### src/rtl/restoring_divider_if.sv
// Handshake and operand/result bundle for the shared restoring divider.
// The controller drives the master side; the divider owns the slave side.
interface restoring_divider_if #(
    parameter int W = 8
);
    logic         start;
    logic         signed_mode;
    logic [W-1:0] dividend;
    logic [W-1:0] divisor;
    logic [W-1:0] quotient;
    logic [W-1:0] remainder;
    logic         busy;
    logic         done;
    logic         div_by_zero;

    modport master (
        output start, signed_mode, dividend, divisor,
        input  quotient, remainder, busy, done, div_by_zero
    );

    modport slave (
        input  start, signed_mode, dividend, divisor,
        output quotient, remainder, busy, done, div_by_zero
    );
endinterface

### src/rtl/restoring_divider.sv
// Multi-cycle restoring divider, one quotient bit per cycle.
// Signed operands are divided as magnitudes and the signs are restored at the end.
module restoring_divider #(
    parameter  int W  = 8,
    localparam int CW = $clog2(W + 1)
) (
    input logic             clk,
    input logic             reset,
    restoring_divider_if.slave bus
);
    typedef enum logic [1:0] {
        IDLE  = 2'd0,
        CALC  = 2'd1,
        FIXUP = 2'd2
    } state_t;

    state_t state, state_n;

    logic [W:0]    a, a_n;
    logic [W-1:0]  q, q_n;
    logic [W-1:0]  m, m_n;
    logic [CW-1:0] cnt, cnt_n;
    logic          sign_q, sign_q_n;
    logic          sign_r, sign_r_n;
    logic          zero, zero_n;
    logic [W-1:0]  raw, raw_n;
    logic [W-1:0]  quo, quo_n;
    logic [W-1:0]  rem, rem_n;
    logic          dbz, dbz_n;
    logic          fin, fin_n;
    logic          done_q;

    logic [W:0]    shifted;
    logic [W:0]    diff;
    logic          sd;
    logic          sv;

    assign shifted = {a[W-1:0], q[W-1]};
    assign diff    = shifted - {1'b0, m};

    always_comb begin
        state_n  = state;
        a_n      = a;
        q_n      = q;
        m_n      = m;
        cnt_n    = cnt;
        sign_q_n = sign_q;
        sign_r_n = sign_r;
        zero_n   = zero;
        raw_n    = raw;
        quo_n    = quo;
        rem_n    = rem;
        dbz_n    = dbz;
        fin_n    = 1'b0;
        sd       = bus.signed_mode & bus.dividend[W-1];
        sv       = bus.signed_mode & bus.divisor[W-1];

        unique case (state)
            IDLE: begin
                if (bus.start) begin
                    q_n      = sd ? -bus.dividend : bus.dividend;
                    m_n      = sv ? -bus.divisor : bus.divisor;
                    sign_q_n = sd ^ sv;
                    sign_r_n = sd;
                    raw_n    = bus.dividend;
                    a_n      = '0;
                    cnt_n    = CW'(W);
                    zero_n   = (bus.divisor == '0);
                    state_n  = zero_n ? FIXUP : CALC;
                end
            end
            CALC: begin
                // Keep the trial subtraction only if it did not borrow.
                if (!diff[W]) begin
                    a_n = diff;
                    q_n = {q[W-2:0], 1'b1};
                end else begin
                    a_n = shifted;
                    q_n = {q[W-2:0], 1'b0};
                end
                cnt_n = cnt - CW'(1);
                if (cnt == CW'(1)) begin
                    state_n = FIXUP;
                end
            end
            FIXUP: begin
                if (zero) begin
                    quo_n = '1;
                    rem_n = raw;
                    dbz_n = 1'b1;
                end else begin
                    quo_n = sign_q ? -q : q;
                    rem_n = sign_r ? -a[W-1:0] : a[W-1:0];
                    dbz_n = 1'b0;
                end
                fin_n   = 1'b1;
                state_n = IDLE;
            end
            default: begin
                state_n = IDLE;
            end
        endcase
    end

    always_ff @(posedge clk or posedge reset) begin
        if (reset) begin
            state  <= IDLE;
            a      <= '0;
            q      <= '0;
            m      <= '0;
            cnt    <= '0;
            sign_q <= 1'b0;
            sign_r <= 1'b0;
            zero   <= 1'b0;
            raw    <= '0;
            quo    <= '0;
            rem    <= '0;
            dbz    <= 1'b0;
            fin    <= 1'b0;
            done_q <= 1'b0;
        end else begin
            state  <= state_n;
            a      <= a_n;
            q      <= q_n;
            m      <= m_n;
            cnt    <= cnt_n;
            sign_q <= sign_q_n;
            sign_r <= sign_r_n;
            zero   <= zero_n;
            raw    <= raw_n;
            quo    <= quo_n;
            rem    <= rem_n;
            dbz    <= dbz_n;
            fin    <= fin_n;
            done_q <= fin;
        end
    end

    assign bus.quotient    = quo;
    assign bus.remainder   = rem;
    assign bus.div_by_zero = dbz;
    assign bus.busy        = (state != IDLE);
    assign bus.done        = done_q;
endmodule

### src/flat_wrapper.sv
// flat-port wrapper written by rule: the top's interface ports become plain ports
module restoring_divider_flat 
#(
    parameter  int W  = 8,
    localparam int CW = $clog2(W + 1)
)
  (clk, reset, bus_start, bus_signed_mode, bus_dividend, bus_divisor, bus_quotient, bus_remainder, bus_busy, bus_done, bus_div_by_zero);
  restoring_divider_if #(.W(W)) bus_i ();
  input logic clk;
  input logic reset;
  input wire logic [$bits(bus_i.start)-1:0] bus_start;
  input wire logic [$bits(bus_i.signed_mode)-1:0] bus_signed_mode;
  input wire logic [$bits(bus_i.dividend)-1:0] bus_dividend;
  input wire logic [$bits(bus_i.divisor)-1:0] bus_divisor;
  output wire logic [$bits(bus_i.quotient)-1:0] bus_quotient;
  output wire logic [$bits(bus_i.remainder)-1:0] bus_remainder;
  output wire logic [$bits(bus_i.busy)-1:0] bus_busy;
  output wire logic [$bits(bus_i.done)-1:0] bus_done;
  output wire logic [$bits(bus_i.div_by_zero)-1:0] bus_div_by_zero;
  assign bus_i.start = bus_start;
  assign bus_i.signed_mode = bus_signed_mode;
  assign bus_i.dividend = bus_dividend;
  assign bus_i.divisor = bus_divisor;
  assign bus_quotient = bus_i.quotient;
  assign bus_remainder = bus_i.remainder;
  assign bus_busy = bus_i.busy;
  assign bus_done = bus_i.done;
  assign bus_div_by_zero = bus_i.div_by_zero;
  restoring_divider #(.W(W)) u_core (.clk(clk), .reset(reset), .bus(bus_i));
endmodule
### config.mk
export PLATFORM = sky130hd
export DESIGN_NAME = restoring_divider_flat
export DESIGN_NICKNAME = d
export VERILOG_FILES = /design/src/rtl/restoring_divider_if.sv /design/src/rtl/restoring_divider.sv /design/src/flat_wrapper.sv
export SDC_FILE = /design/constraint.sdc
export NUM_CORES = 1
export LEC_CHECK = 0
export ABC_AREA = 0
export CORE_MARGIN = 2
export CORE_UTILIZATION = 60
export DETAILED_ROUTE_END_ITERATION = 8
export GPL_TIMING_DRIVEN = 0
export PLACE_DENSITY = 0.88
export SLEW_MARGIN = 0
export SYNTH_ARGS = -nofsm -noshare
export SYNTH_HDL_FRONTEND = slang
export SYNTH_SLANG_ARGS = --single-unit
### constraint.sdc
create_clock -name clk -period 6.94 [get_ports clk]
set_input_delay 1.388 -clock clk [delete_from_list [all_inputs] [get_ports clk]]
set_output_delay 1.388 -clock clk [all_outputs]
set_load 0.01 [all_outputs]
==> flow_summary_export.csv <==
group,metric,value,unit
status,status,"finished, final reports clean",
final_layout,final_cell_mix,"nand2_1 (67), dfrtp_1 (60), clkdlybuf4s50_1 (37)",
sta,setup_viol,0,
sta,holdWs,0.363,ns
drt,num_vias,2988,
critical_path,r2r_cells,11,
synth,synthCells,378,
power_and_ir_drop,powerDensity,480,nW/um2
floorplanning,coreArea,5470,um2
sta,fmax,0.314,GHz
power_and_ir_drop,power_frac_clock,0.163,
sta,final.min_clock_period,3.18,ns
final_layout,layout-drive-gt1-share,0.0509,
final_layout,seqCellArea,1500,um2
floorplanning,start_util,0.615,
sta,max_slew_margin,0.522,
final_layout,multi_input_area,1710,um2
cts,cts.clk_slew.worst_paths,0.06,ns
global_routing,grt_pass1_wl,13100,um
final_layout,diodes,0,
final_layout,final_common_cell,"nand2_1",
synth,netlist_area,3370,um2
synth,synth_nets,413,
critical_path,cp.arrival,1.79,ns
flow_run,drv_cap,0,
critical_path,worstPathRequired,5.55,ns
sta,worst_pin_slew,0.714,ns
critical_path,setup.worst_path.start_class,"register",
hold_path,hold_path.class,"register to register",
cts,cts_root_buf,"clkbuf_8",
drt,ant_nets,0,
sta,tns,0,ns
cts,cts_resized,0,
drt,drc,0,
synth,netlist.top_cell.by_area,"dfrtp_1",
power_and_ir_drop,p_leak,1.77,nW
drt,detail_route.first_pass.iterations,5,
critical_path,slowest_delay,0.48,ns
cts,hold_buffers,0,
power_and_ir_drop,pwr-share-seq,0.329,
critical_path,cp_max_fo,10,
synth,ys_async_sr_fraction,1.00,
global_routing,grt_max_degree,37,
synth,synth_area_leaders,"dfrtp_1 (45%), nand2_1 (7.5%), ha_1 (5.2%)",
sta,skew,0.00527,ns
power_and_ir_drop,total_power,1.94,mW
place,dp_slack,3.84,ns
drt,viasPerCell,5.93,
place,place.gp.congestion,0.906,
final_layout,postLayoutCellArea,4040,um2
cts,clock-sinks,60,
drt,drt-total-wl,7810,um
synth,ys_ff_latch,60,
global_routing,overflow,0,
final_layout,nets,462,
synth,synth_cell_types,47,
critical_path,slowest_stage,"clkdlybuf4s50_1",
place,numPortBuffers,37,
cts,cts_buffers,9,
power_and_ir_drop,power_frac_comb,0.508,
cts,post_cts_buffers,0,
sta,rsz0062_at_grt,"false",
synth,ys_seq_area_frac,0.446,
synth,ys_warn_count,0,
sta,fin_ws,3.76,ns
synth,synth_top_area_frac,0.446,
cts,clock_latency,0.34,ns
cts,cts_tree,"yes",
global_routing,grt_antenna_before_repair,0,
synth,synth.avg_cell_area,8.91,um2
floorplanning,fp-row-count,27,
place,placed_cell_area,3850,um2
final_layout,syn_to_final_growth,20.1,%
global_routing,grt_use_total,0.274,
final_layout,n_fill_cell,417,
sta,post-route-period-util,0.458,
power_and_ir_drop,peakVddDrop,0.203,mV
critical_path,end_kind,"output port",
critical_path,crit_chain,"inv_1 -> clkbuf_1 -> nand2_1 -> clkdlybuf4s50_1",
power_and_ir_drop,swShare,0.414,
critical_path,critPathKind,"register to output port",
drt,first_iter_violations,265,
place,hpwl,5710,um
floorplanning,num_io_pins,39,
floorplanning,die_y,78.9,um
sta,slew_viol_final,0,
hold_path,whs_path_depth,0,
power_and_ir_drop,p_int,1.14,mW
sta,hold_viol,0,
synth,synth_ff_type,"dfrtp_1",
global_routing,grt_pass1_vias,2866,
drt,drt-wirelength-per-cell,15.5,um
floorplanning,chipWidth,78.9,um
cts,cts_max_path_buffers,2,
power_and_ir_drop,switchingPower,804,uW
cts,htreeDepth,3,
synth,synth-edff-count,0,
floorplanning,dieArea,6230,um2
[metal layers]
layer,part of all wire,global-route usage,routed length (um),vias up
met4,0.027,0.124,208,0
met2,0.49,0.463,3840,153
met1,0.39,0.339,3080,1395
li1,-,-,-,1414
met5,0,0,0,-
met3,0.087,0.0557,680,26
[logic make-up after synthesis]
family	after synthesis	share of synthesized area
simple gates	125	0.161
compound gates	101	0.187
buf+inv	39	0.0457
mux	8	0.0238
fa+ha+maj	15	0.0580
xor+xnor	30	0.0780
flops	60	0.446
[state kept, by name, indices dropped and copies added, names as in the netlist]
name                    count
u_core.m                    8
u_core.fin                  1
u_core.bus.remainder        8
u_core.bus.quotient         8
u_core.cnt                  4
u_core.zero                 1
u_core.bus.div_by_zero      1
u_core.state                2
u_core.raw                  8
u_core.a                    8
u_core.q                    8
u_core.sign_q               1
u_core.sign_r               1
u_core.bus.done             1
[area by class of cell]
| type | count | share of cell area |
|---|---|---|
| buffer | 14 | 0.0149 |
| inverter | 25 | 0.0232 |
| sequential | 60 | 0.371 |
| multi-input combinational | 279 | 0.423 |
| clock inverter | 1 | 0.00743 |
| tap | 72 | 0.0223 |
| clock buffer | 15 | 0.0412 |
| timing repair buffer | 38 | 0.0965 |
[through the flow]
| step | util | std cells |
|---|---|---|
| 2_1_floorplan | - | 378 |
| 3_3_place_gp | 0.699 | 487 |
| 3_5_place_dp | 0.703 | 488 |
| 4_1_cts | 0.739 | 504 |
| 5_1_grt | 0.739 | 504 |
| 6_report | 0.739 | 504 |
[power by group through the flow]
stage                     Combinational, mW  Clock, mW  Sequential, mW
after CTS                             0.979      0.317           0.635
after floorplan                       0.695          0           0.626
final                                 0.987      0.316           0.639
after detailed placement              0.961          0           0.642
after global routing                   1.10      0.333           0.659
after global placement                0.919          0           0.633
[worst paths after layout]
kind                       slack (ns)         endpoint            start
setup / recovery                 3.76         bus_busy  u_core.state[1]
hold reg to reg                  0.36  u_core.bus.done       u_core.fin
min in group asynchronous        1.41  u_core.bus.done            reset
max in group asynchronous        4.96    u_core.raw[3]            reset
hold / removal                   0.36  u_core.bus.done       u_core.fin
setup reg to reg                 3.83      u_core.a[3]      u_core.q[7]
[synth_stat cells, drive strengths merged (2+ instances only)]
| cell type | number |
|---|---|
| nand2 | 67 |
| dfrtp | 60 |
| o21ai | 34 |
| a21oi | 28 |
| nor2 | 28 |
| inv | 23 |
| xor2 | 17 |
| ha | 14 |
| clkbuf | 13 |
| xnor2 | 13 |
| nand3 | 11 |
| o22ai | 10 |
| mux2i | 8 |
| o31ai | 8 |
| nor2b | 4 |
| nor3 | 4 |
| o311ai | 4 |
| a22oi | 2 |
| a31oi | 2 |
| a32oi | 2 |
| clkinv | 2 |
| nor3b | 2 |
| nor4 | 2 |
| or3 | 2 |
[worst max-delay path: cells and delay by family (launching register included)]
family,cells,cell delay (ns)
flops,1,0.43
buf+inv,3,0.92
simple gates,1,0.10
Power figures use the tool's default switching activity.
